## src/rtl/seq_detect_ctrl.sv

```systemverilog
// seq_detect_ctrl: controller around a serial pattern detector.
//
// A pattern/mask/overlap/limit word is loaded through a valid/ready config port.
// The port is ready in IDLE and DONE only. Words offered while ARMED are dropped,
// and cfg_valid is never stalled.
//
// The start pulse arms the detector. While ARMED, each qualified serial bit
// (seq_valid=1) is shifted into a history register; the newest bit lands in bit 0.
// A match pulses dout for one cycle, one cycle after the sampling edge, and
// increments match_cnt. When a nonzero limit is reached, the FSM moves to DONE.
//
// Optional feature: define SEQ_DETECT_TIMEOUT_EN to add the idle-timeout. This adds
// parameter TO_W, input cfg_timeout and output timeout.
//
// Ports:
//   clk          clock, rising edge
//   rst          asynchronous reset, active low
//   cfg_valid    config word valid
//   cfg_ready    config accepted when cfg_valid & cfg_ready
//   cfg_pattern  target pattern, bit 0 = most recent serial bit
//   cfg_mask     1 = compare bit, 0 = don't care
//   cfg_overlap  1 = overlapping matches allowed
//   cfg_limit    matches before DONE, 0 = unlimited
//   cfg_timeout  (optional) idle cycles before timeout, 0 = disabled
//   start        arm / re-arm pulse
//   stop         abort to IDLE pulse, highest priority
//   seq          serial data bit
//   seq_valid    seq qualifier
//   dout         registered 1-cycle match pulse
//   busy         high in ARMED
//   done         high in DONE
//   timeout      (optional) DONE was reached by idle timeout
//   match_cnt    matches since last arm, saturating
module seq_detect_ctrl #(
    parameter int unsigned PAT_W = 4,
    parameter int unsigned CNT_W = 8
`ifdef SEQ_DETECT_TIMEOUT_EN
    ,
    parameter int unsigned TO_W  = 16
`endif
) (
    input  logic             clk,
    input  logic             rst,
    input  logic             cfg_valid,
    output logic             cfg_ready,
    input  logic [PAT_W-1:0] cfg_pattern,
    input  logic [PAT_W-1:0] cfg_mask,
    input  logic             cfg_overlap,
    input  logic [CNT_W-1:0] cfg_limit,
`ifdef SEQ_DETECT_TIMEOUT_EN
    input  logic [TO_W-1:0]  cfg_timeout,
    output logic             timeout,
`endif
    input  logic             start,
    input  logic             stop,
    input  logic             seq,
    input  logic             seq_valid,
    output logic             dout,
    output logic             busy,
    output logic             done,
    output logic [CNT_W-1:0] match_cnt
);

    localparam int unsigned FW = $clog2(PAT_W + 1);
    localparam logic [FW-1:0] FillFull = FW'(PAT_W);

    typedef enum logic [1:0] {StIdle, StArmed, StDone} state_e;

    state_e             state_q, state_d;
    logic [PAT_W-1:0]   pattern_q, pattern_d;
    logic [PAT_W-1:0]   mask_q, mask_d;
    logic               overlap_q, overlap_d;
    logic [CNT_W-1:0]   limit_q, limit_d;
    logic [PAT_W-1:0]   hist_q, hist_d;
    logic [FW-1:0]      fill_q, fill_d;
    logic               dout_q, dout_d;
    logic [CNT_W-1:0]   cnt_q, cnt_d;

    logic [PAT_W-1:0]   hist_n;
    logic [FW-1:0]      fill_n;
    logic [CNT_W-1:0]   cnt_n;
    logic               match;
    logic               cfg_hs;

`ifdef SEQ_DETECT_TIMEOUT_EN
    logic [TO_W-1:0]    to_q, to_d;
    logic [TO_W-1:0]    idle_q, idle_d;
    logic [TO_W-1:0]    idle_n;
    logic               timeout_q, timeout_d;
`endif

    assign cfg_ready = (state_q != StArmed);
    assign cfg_hs    = cfg_valid & cfg_ready;

    // Candidate history/fill/count for a sampled bit; match uses the updated history.
    assign hist_n = {hist_q[PAT_W-2:0], seq};
    assign fill_n = (fill_q == FillFull) ? fill_q : fill_q + 1'b1;
    assign match  = (fill_n == FillFull) && (((hist_n ^ pattern_q) & mask_q) == '0);
    assign cnt_n  = (&cnt_q) ? cnt_q : cnt_q + 1'b1;

    always_comb begin
        state_d   = state_q;
        pattern_d = pattern_q;
        mask_d    = mask_q;
        overlap_d = overlap_q;
        limit_d   = limit_q;
        hist_d    = hist_q;
        fill_d    = fill_q;
        cnt_d     = cnt_q;
        dout_d    = 1'b0;
`ifdef SEQ_DETECT_TIMEOUT_EN
        to_d      = to_q;
        idle_d    = idle_q;
        idle_n    = idle_q + 1'b1;
        timeout_d = timeout_q;
`endif

        // Config lands on the same edge as a coincident start, so the arm uses it.
        if (cfg_hs) begin
            pattern_d = cfg_pattern;
            mask_d    = cfg_mask;
            overlap_d = cfg_overlap;
            limit_d   = cfg_limit;
`ifdef SEQ_DETECT_TIMEOUT_EN
            to_d      = cfg_timeout;
`endif
        end

        if (stop) begin
            // match_cnt stays readable until the next arm
            state_d = StIdle;
`ifdef SEQ_DETECT_TIMEOUT_EN
            timeout_d = 1'b0;
`endif
        end else if (start) begin
            state_d = StArmed;
            hist_d  = '0;
            fill_d  = '0;
            cnt_d   = '0;
`ifdef SEQ_DETECT_TIMEOUT_EN
            idle_d    = '0;
            timeout_d = 1'b0;
`endif
        end else if (state_q == StArmed) begin
            if (seq_valid) begin
                hist_d = hist_n;
                fill_d = fill_n;
                if (match) begin
                    dout_d = 1'b1;
                    cnt_d  = cnt_n;
                    // Non-overlap: the next match needs PAT_W fresh bits.
                    if (!overlap_q) begin
                        fill_d = '0;
                    end
                    if ((limit_q != '0) && (cnt_n == limit_q)) begin
                        state_d = StDone;
                    end
                end
            end
`ifdef SEQ_DETECT_TIMEOUT_EN
            // A match in the same cycle wins over the timeout.
            if (seq_valid && match) begin
                idle_d = '0;
            end else begin
                idle_d = idle_n;
                if ((to_q != '0) && (idle_n == to_q)) begin
                    state_d   = StDone;
                    timeout_d = 1'b1;
                end
            end
`endif
        end
    end

    always_ff @(posedge clk or negedge rst) begin
        if (!rst) begin
            state_q   <= StIdle;
            pattern_q <= '0;
            mask_q    <= '0;
            overlap_q <= 1'b0;
            limit_q   <= '0;
            hist_q    <= '0;
            fill_q    <= '0;
            dout_q    <= 1'b0;
            cnt_q     <= '0;
`ifdef SEQ_DETECT_TIMEOUT_EN
            to_q      <= '0;
            idle_q    <= '0;
            timeout_q <= 1'b0;
`endif
        end else begin
            state_q   <= state_d;
            pattern_q <= pattern_d;
            mask_q    <= mask_d;
            overlap_q <= overlap_d;
            limit_q   <= limit_d;
            hist_q    <= hist_d;
            fill_q    <= fill_d;
            dout_q    <= dout_d;
            cnt_q     <= cnt_d;
`ifdef SEQ_DETECT_TIMEOUT_EN
            to_q      <= to_d;
            idle_q    <= idle_d;
            timeout_q <= timeout_d;
`endif
        end
    end

    assign dout      = dout_q;
    assign busy      = (state_q == StArmed);
    assign done      = (state_q == StDone);
    assign match_cnt = cnt_q;
`ifdef SEQ_DETECT_TIMEOUT_EN
    assign timeout   = timeout_q;
`endif

endmodule

```

## config.mk

```make
export PLATFORM = sky130hd
export DESIGN_NAME = seq_detect_ctrl
export DESIGN_NICKNAME = d
export VERILOG_FILES = /design/src/rtl/seq_detect_ctrl.sv
export SDC_FILE = /design/constraint.sdc
export NUM_CORES = 1
export LEC_CHECK = 0
export CAP_MARGIN = 20
export CORE_MARGIN = 2
export CORE_UTILIZATION = 52
export DETAILED_ROUTE_END_ITERATION = 16
export PLACE_DENSITY = 0.84
export SYNTH_ARGS = -nofsm -noshare
export SYNTH_HDL_FRONTEND = slang
export SYNTH_SLANG_ARGS = --single-unit
```

## constraint.sdc

```tcl
create_clock -name clk -period 3.1 [get_ports clk]
set_input_delay 0.62 -clock clk [delete_from_list [all_inputs] [get_ports clk]]
set_output_delay 0.62 -clock clk [all_outputs]
set_load 0.02 [all_outputs]
```

==> flow_metrics.tcl <==
set metrics [dict create \
    status "finished, final reports clean" \
    n_antenna_cell 0 \
    portBuffers 35 \
    cts_resized 0 \
    final_common_cell "clkdlybuf4s50_1" \
    synthMuxAreaShare_pct 10.18 \
    max_stage_delay_ns 0.53 \
    cts_tree "built" \
    tightest_slew_ns 0.6928 \
    leakage_nw 0.9936 \
    synth_compound_area_share_pct 18.41 \
    hold_viol_final 0 \
    mostFrequentLayoutCells "35 x clkdlybuf4s50_1, 34 x dfrtp_1, 19 x a21oi_1" \
    power_density_mw_per_mm2 416.6 \
    die_h_um 65.68 \
    yosys.area_share.simple_pct 17.52 \
    ios 36 \
    synth_edf_count 0 \
    skew_ns 0.003966 \
    grt.total_usage_pct 21.41 \
    clk_path_buf_depth 2 \
    instances_no_fill 281 \
    path_class "reg2reg" \
    antenna_found_initial 0 \
    rows 22 \
    die_x_um 65.68 \
    max_freq_ghz 0.3896 \
    cts_root_buffer "clkbuf_8" \
    drv_cap 0 \
    dp_hpwl_um 3099 \
    drtIter0Drc 163 \
    synthAdderAreaFrac_pct 1.898 \
    async_flop_share_pct 100.0 \
    rsz0062_at_grt "false" \
    synth_cell_types 49 \
    crit_top_cell "a21oi_1" \
    postCtsHoldBufs 0 \
    clk-insertion-delay-late_ns 0.29 \
    min_path_type "reg2reg" \
    synth_xor_area_share_pct 4.428 \
    multiInputGateArea_mm2 0.001037 \
    max-vdd-ir-drop_mv 0.3678 \
    numCtsBuffers 5 \
    nets 259 \
    synth_nets 225 \
    slew_violations 0 \
    clock-sinks 34 \
    syn_to_final_growth_pct 23.85 \
    place.gp.congestion 0.8822 \
    timing.slew.headroom_pct 53.70 \
    synth_top_family_by_area "compound AO/OA/AOI/OAI gates" \
    drtPass1Iterations 4 \
    fin_tns_setup_ns 0 \
    cts_setup_buffers 0 \
    drive_gt1_share_pct 15.02 \
    design.core.area_mm2 0.003661 \
    ys.flop_type "dfrtp_1" \
    ys_seq_elements 34 \
    post-route-drc-count 0 \
    grt_pass1_wl_um 7086 \
    yosysWarnings 0 \
    wire_per_inst_um 14.99 \
    crit_required_ns 3.27 \
    vias_per_cell 5.943 \
    path_clk_slew_ns 0.07 \
    synth_area_per_cell_um2 9.991 \
    ant_nets 0 \
    wl_um 4212 \
    start_util_pct 54.03 \
    cp-end-kind "flip-flop" \
    dieArea_mm2 0.004313 \
    cp_max_fo 10 \
    period_minus_slack_ns 2.567 \
    fillers 285 \
    vias 1670 \
    cts_htree_levels 2 \
    worstPathArrival_ns 2.74 \
    path_cells "ha_1 > and3_1 > a31oi_1 > a21oi_1 > or4b_4 > o41ai_2 > a21oi_1" \
    synthCells 198 \
    dp_cells 273 \
    regArea_um2 850.8 \
    gr-total-overflow 0 \
    syn-cell-area_mm2 0.001978 \
    finalSetupViolCount 0 \
    ys_seq_area_share_pct 43.01 \
    cp-start-kind "flip-flop" \
    critPathSlowestCell "dfrtp_1" \
    grt_max_degree 35 \
    min_period_over_period_pct 82.81 \
    first_global_vias 1544 \
]
-- worst max-delay path, delay by kind of cell (launching register included) --
kind | cells | cell delay [ns]
simple gates | 2 | 0.81
fa+ha+maj | 1 | 0.39
flops | 1 | 0.53
compound gates | 4 | 0.72
-- logic make-up (layout without fill, tap and decap cells) --
logic type                 after synthesis  count (layout)
DFF                                     34              34
xor gates and xnor gates                10              10
buffers and inverters                   19              54
muxes                                   18              18
AOI/OAI and AO/OA                       54              54
and+or+nand+nor                         60              60
adders and majority gates                3               3
-- Yosys cell counts (all sizes together), types with 5 or more instances --
library cell | instances | area (um2)
buf | 8 | 48.80
dfrtp | 34 | 850.8
nand2 | 14 | 52.55
mux2 | 17 | 191.4
xor2 | 6 | 52.55
nand3 | 7 | 40.04
inv | 7 | 26.28
o21ai | 7 | 35.03
nor2 | 9 | 33.78
a21oi | 19 | 95.09
a31oi | 6 | 37.54
a22o | 5 | 43.79
-- area by class of cell --
| cell class | instances | share of cell area [%] |
|---|---|---|
| Tap cell | 48 | 2.451 |
| Inverter | 7 | 1.073 |
| Clock inverter | 2 | 0.5107 |
| Sequential cell | 34 | 34.73 |
| Multi-Input combinational cell | 145 | 42.34 |
| Clock buffer | 6 | 3.371 |
| Timing Repair Buffer | 39 | 15.53 |
-- layer usage --
metal,up-vias,track usage [%],share of wire [%]
li1,795,-,-
met1,811,27.41,44
met2,60,36.36,49
met3,4,4.966,6.1
met4,0,5.469,0.90
met5,-,0,0
-- state kept, by name (all words and copies together) (netlist names) --
signal     flops
dout           1
fill_q         3
hist_q         3
limit_q        8
mask_q         4
match_cnt      8
overlap_q      1
pattern_q      4
state_q        2
-- per-stage QoR --
step | power, W | utilization, % | worst slack (ns) | hold WS [ns] | instance area, um2
after floorplan | 0.0006081 | - | 0.6143 | 0.3244 | 1978
after global placement | 0.0006758 | 64.32 | 0.5572 | 0.4925 | 2355
after detailed placement | 0.0006815 | 64.32 | 0.5266 | 0.5045 | 2355
after CTS | 0.001028 | 66.92 | 0.5443 | 0.5215 | 2450
after global routing | 0.001067 | 66.92 | 0.3511 | 0.5420 | 2450
final | 0.001021 | 66.92 | 0.5330 | 0.5180 | 2450
-- power breakdown --
group          switching, W  internal, W
logic             0.0000669    0.0000919
registers         0.0000338     0.000480
clock network      0.000170     0.000178
total              0.000271     0.000750
-- path summary, 6_finish.rpt --
kind | slack (ns) | to | from | cells after the start
max in group asynchronous | 2.07 | mask_q[2] | rst | 2
max reg2reg | 0.53 | state_q[0] | match_cnt[0] | 7
min reg2reg | 0.52 | mask_q[2] | mask_q[2] | 1
min | 0.52 | mask_q[2] | mask_q[2] | 1
max | 0.53 | state_q[0] | match_cnt[0] | 7
min in group asynchronous | 0.73 | match_cnt[3] | rst | 2
Note: power is estimated with default switching activity, not from simulation.
==> patch 1 (same flow settings) <==
Add an input register stage for `cfg_valid`, `cfg_pattern`, `cfg_mask`, `cfg_overlap` and `cfg_limit`, with the module's reset; this delays them by one clock. The other inputs are not delayed to match.
--- a/src/rtl/seq_detect_ctrl.sv
+++ b/src/rtl/seq_detect_ctrl.sv
@@ -67,4 +67,26 @@
     typedef enum logic [1:0] {StIdle, StArmed, StDone} state_e;
 
+    logic cfg_valid_q;
+    logic [PAT_W-1:0] cfg_pattern_q;
+    logic [PAT_W-1:0] cfg_mask_q;
+    logic cfg_overlap_q;
+    logic [CNT_W-1:0] cfg_limit_q;
+
+    always_ff @(posedge clk or negedge rst) begin
+        if (!rst) begin
+            cfg_valid_q   <= '0;
+            cfg_pattern_q <= '0;
+            cfg_mask_q    <= '0;
+            cfg_overlap_q <= '0;
+            cfg_limit_q   <= '0;
+        end else begin
+            cfg_valid_q   <= cfg_valid;
+            cfg_pattern_q <= cfg_pattern;
+            cfg_mask_q    <= cfg_mask;
+            cfg_overlap_q <= cfg_overlap;
+            cfg_limit_q   <= cfg_limit;
+        end
+    end
+
     state_e             state_q, state_d;
     logic [PAT_W-1:0]   pattern_q, pattern_d;
@@ -91,5 +113,5 @@
 
     assign cfg_ready = (state_q != StArmed);
-    assign cfg_hs    = cfg_valid & cfg_ready;
+    assign cfg_hs    = cfg_valid_q & cfg_ready;
 
     // Candidate history/fill/count for a sampled bit; match uses the updated history.
@@ -118,8 +140,8 @@
         // Config lands on the same edge as a coincident start, so the arm uses it.
         if (cfg_hs) begin
-            pattern_d = cfg_pattern;
-            mask_d    = cfg_mask;
-            overlap_d = cfg_overlap;
-            limit_d   = cfg_limit;
+            pattern_d = cfg_pattern_q;
+            mask_d    = cfg_mask_q;
+            overlap_d = cfg_overlap_q;
+            limit_d   = cfg_limit_q;
 `ifdef SEQ_DETECT_TIMEOUT_EN
             to_d      = cfg_timeout;
Formal check against the unedited RTL: not equivalent (Yosys sat finds a counterexample within 10 cycles, from zero or initial values and one cycle with rst low).
==> patch 1 against the unedited design <==
- synthesized area grew 26%
- final area up 21%
- sequential share of layout area increased by 9.3 points
- power up 36%
- routed wire length up 12%
- sequential cell count up 18
- setup slack improved by 46 ps
==> patch 1: results (changes against the unedited design) <==
----------------------------------------------------
[Status]
  Run status ... completed (unchanged)

[Global routing]
  Global-route wire length before repair ... 7620 um (was 7090 um)
  Number of global-route vias before repair ... 1,632 (was 1,544)
  Pin count of the biggest net entering global routing ... 40 (was 35)
  Overall Global Routing Usage ... 18.7% (was 21.4%)

[Synthesis]
  Warnings, synthesis ... 0 (unchanged)
  FFs w/ async S/R, synth ... 100% (unchanged)
  Count of cell types in the netlist ... 57 (was 49)
  Synth area leaders ... sky130_fd_sc_hd__dfrtp_1 52%, sky130_fd_sc_hd__mux2_2 7.7%, sky130_fd_sc_hd__a21oi_1 2.8% (was sky130_fd_sc_hd__dfrtp_1 43%, sky130_fd_sc_hd__mux2_2 9.7%, sky130_fd_sc_hd__a21oi_1 4.8%)
  Syn_nets ... 240 (was 225)
  Most instantiated cells after synthesis ... 52 x sky130_fd_sc_hd__dfrtp_1, 17 x sky130_fd_sc_hd__mux2_2, 14 x sky130_fd_sc_hd__a21oi_1 (was 34 x sky130_fd_sc_hd__dfrtp_1, 19 x sky130_fd_sc_hd__a21oi_1, 17 x sky130_fd_sc_hd__mux2_2)
  Fraction of the yosys area taken by sequential cells ... 52.1% (was 43.0%)

[Worst hold path]
  Worst min-delay path class ... input port to async pin (was flip-flop to flip-flop)

[Setup path]
  Worst path arrival time ... 2720 ps (was 2740 ps)
  Largest fanout on the critical path ... 9 (was 10)
  Worst setup slack for register-to-register paths ... 580 ps (was 530 ps)
  Reg2reg start ... match_cnt[0] (unchanged)

[CTS]
  Maximum level of the CTS H-tree ... 2 (unchanged)
  Clock insertion delay at the later pin of the skew report ... 300 ps
  Post-CTS clock slew at the launch and capture registers of the worst setup and hold paths ... 100 ps (was 70 ps)
  Post-CTS sizing ... 0 (unchanged)
  Root buffer cell ... sky130_fd_sc_hd__clkbuf_8 (unchanged)

[Cells and area]
  Footprint of the multi-input gates ... 0.00107 sq mm (was 0.00104 sq mm)
  Fraction of final layout cells sized beyond drive strength 1 ... 17.3% (was 15.0%)
  Filler cell count in the final layout ... 393 (was 285)
  Total Nets Final ... 274 (was 259)

[Routing]
  Number of violations reported at the end of detailed-routing iteration 0 ... 173 (was 163)
  Number of vias per cell ... 5.93 (was 5.94)
  Post-Route WL ... 4730 um (was 4210 um)
  Drt first pass iters ... 4 (unchanged)

[Placement]
  HPWL after detailed placement ... 3500 um (was 3100 um)
  Cell area reported after detailed placement ... 0.00284 sq mm (was 0.00235 sq mm)
  Post-Place Setup Slack ... 513 ps (was 527 ps)
  RD Place Congestion ... 0.925 (was 0.882)

[STA]
  Crit share post-route ... 81.3% (was 82.8%)
  Worst hold slack ... 186 ps (was 518 ps)
  Worst slew margin ... 51.1% (was 53.7%)
  Pins over their slew limit ... 0 (unchanged)
  Worst clock skew ... 7.46 ps (was 3.97 ps)

[Pwr]
  Worst voltage drop across the vdd grid ... 0.000325 V (was 0.000368 V)
  Leakage ... 1.23 nW (was 0.994 nW)

----------------------------------------------------
[patch 1: cell types whose count changed in the layout (fill, tap and decap cells not counted), sizes merged, moves of 3 or more]
cell and change:
dfrtp +18, inv +5, a21oi -4, nor2 -4
nand2 -4, nand2b +3, a31oi -3, nor3 +3
[patch 1: where the power goes]
part / internal, mW / total, mW / switching (mW)
clock network: 0.243 / 0.467 / 0.224
registers: 0.726 / 0.767 / 0.0409
logic: 0.0877 / 0.159 / 0.0714
total: 1.06 / 1.39 / 0.336
[patch 1: worst max-delay path, stage by stage (launching register included)]
cell and delay (ps):
sky130_fd_sc_hd__dfrtp_1 530, sky130_fd_sc_hd__ha_1 430, sky130_fd_sc_hd__and4_1 440, sky130_fd_sc_hd__nand3_4 140
sky130_fd_sc_hd__a22o_1 220, sky130_fd_sc_hd__nor4_2 310, sky130_fd_sc_hd__a41oi_1 160, sky130_fd_sc_hd__o21ba_1 190
[patch 1: cell type report]
cell class,count,area share [%]
sequential,52,44.0
clock inverter,3,1.57
timing repair buffer,37,12.2
clock buffer,5,2.33
inverter,11,1.40
multi-input combinational,140,36.2
tap,54,2.29
[patch 1: kinds of logic after synthesis]
kind of cell	Yosys count	share of synthesized area [%]
buf+inv	21	5.11
compound gates	55	16.3
fa+ha+maj	3	1.50
xor+xnor	10	3.51
simple gates	55	13.8
flops	52	52.1
mux	17	7.66
[patch 1: per-layer routing]
layer / track usage (%) / vias to the layer above / share of wire [%]
li1: - / 840 / -
met1: 24.7 / 889 / 42
met2: 31.0 / 56 / 51
met3: 3.98 / 7 / 6.2
met4: 5.45 / 0 / 1.1
met5: 0 / - / 0
[patch 1: through the flow]
stage	cells	total power, mW
6_report	302	1.39
4_1_cts	302	1.41
5_1_grt	302	1.46
3_3_place_gp	294	0.933
3_5_place_dp	294	0.941
2_1_floorplan	213	0.866
==> patch 2 (config.mk and constraints unchanged) <==
Made on the original files. Add a define of `SEQ_DETECT_TIMEOUT_EN`.
--- a/src/rtl/seq_detect_ctrl.sv
+++ b/src/rtl/seq_detect_ctrl.sv
@@ -32,4 +32,6 @@
 //   timeout      (optional) DONE was reached by idle timeout
 //   match_cnt    matches since last arm, saturating
+`define SEQ_DETECT_TIMEOUT_EN
+
 module seq_detect_ctrl #(
     parameter int unsigned PAT_W = 4,
Ports: changed (added cfg_timeout and timeout); port bits go from 36 to 53. No check against the original RTL was run, so the function may have changed too.
==> patch 2 against the unedited design <==
- power rose by 120%
- cell count rose by 94%
- synthesized area rose by 97%
- sequential cell count rose by 33
- largest cell class unchanged
- final area rose by 90%
- routed wire length rose by 120%
- non-clock buffer count rose by 18
- setup slack got worse by 42 ps
==> patch 2: results (changes against the unedited design) <==
----------------------------------------------------
[CTS]
  Clock insertion delay at the later pin of the skew report ... 350 ps (was 290 ps)
  Maximum level of the CTS H-tree ... 3 (was 2)

[Routing]
  Routed length on met1 ... 3760 um (was 1840 um)
  Number of vias per cell ... 6.13 (was 5.94)
  Met3 Wirelength ... 642 um (was 256 um)
  Routed wirelength normalized by instance count ... 17.0 um (was 15.0 um)
  Amount of wire on met2 after detailed routing ... 4590 um (was 2070 um)
  Drt first pass iters ... 5 (was 4)
  Via count ... 3,343 (was 1,670)

[Pwr]
  Leakage ... 1.83 nW (was 0.994 nW)
  Internal power consumption ... 1.56 mW (was 750 uW)
  Flop pwr share ... 47.8% (was 50.3%)

[Synthesis]
  Count of mapped cells out of synthesis ... 396 (was 198)
  Synth area leaders ... sky130_fd_sc_hd__dfrtp_1 43%, sky130_fd_sc_hd__mux2_2 9.5%, sky130_fd_sc_hd__o21ai_0 3.9% (was sky130_fd_sc_hd__dfrtp_1 43%, sky130_fd_sc_hd__mux2_2 9.7%, sky130_fd_sc_hd__a21oi_1 4.8%)

[Floorplanning]
  Site row count ... 31 (was 22)

[Cells and area]
  Footprint of the multi-input gates ... 0.00207 sq mm (was 0.00104 sq mm)
  Fin area ... 0.00467 sq mm (was 0.00245 sq mm)
  Number of ordinary and repair buffers in the finished layout ... 57 (was 39)
  Clock buffers ... 9 (was 6)

[Status]
  Run status ... completed (unchanged)

[Global routing]
  Met2 usage in global routing ... 38.4% (was 36.4%)
  Overall Global Routing Usage ... 23.5% (was 21.4%)

[STA]
  Worst clock skew ... 12.4 ps (was 3.97 ps)
  Shortest period the worst path allows ... 2610 ps (was 2570 ps)
  Worst hold slack ... 319 ps (was 518 ps)

[Placement]
  Number of cells after detailed placement ... 530 (was 273)
  Post-Place Setup Slack ... 435 ps (was 527 ps)
  RD Place Congestion ... 0.900 (was 0.882)
  HPWL after detailed placement ... 6480 um (was 3100 um)

[Setup path]
  Largest fanout on the critical path ... 8 (was 10)
  Worst path arrival time ... 2840 ps (was 2740 ps)

----------------------------------------------------
## patch 2: changes by cell type in the layout (fill, tap and decap cells not counted), moves of 13 or more
| cell | unedited run | this run |
|---|---|---|
| sky130_fd_sc_hd__xnor2_1 | 4 | 17 |
| sky130_fd_sc_hd__dfrtp_1 | 34 | 67 |
| sky130_fd_sc_hd__nand2_1 | 14 | 33 |
| sky130_fd_sc_hd__clkdlybuf4s50_1 | 35 | 51 |
| sky130_fd_sc_hd__o21ai_0 | 7 | 30 |
| sky130_fd_sc_hd__mux2_2 | 17 | 33 |
## patch 2: logic make-up (layout without fill, tap and decap cells)
logic type	count (synthesis)	count (layout)	synth area share, %
AO/OA/AOI/OAI	97	97	15.8
XOR/XNOR	32	32	7.39
adder cells (fa/ha/maj)	4	4	1.28
buffers and inverters	32	82	3.82
flip-flops	67	67	43.0
multiplexers	34	34	9.79
AND/OR/NAND/NOR	130	130	18.9
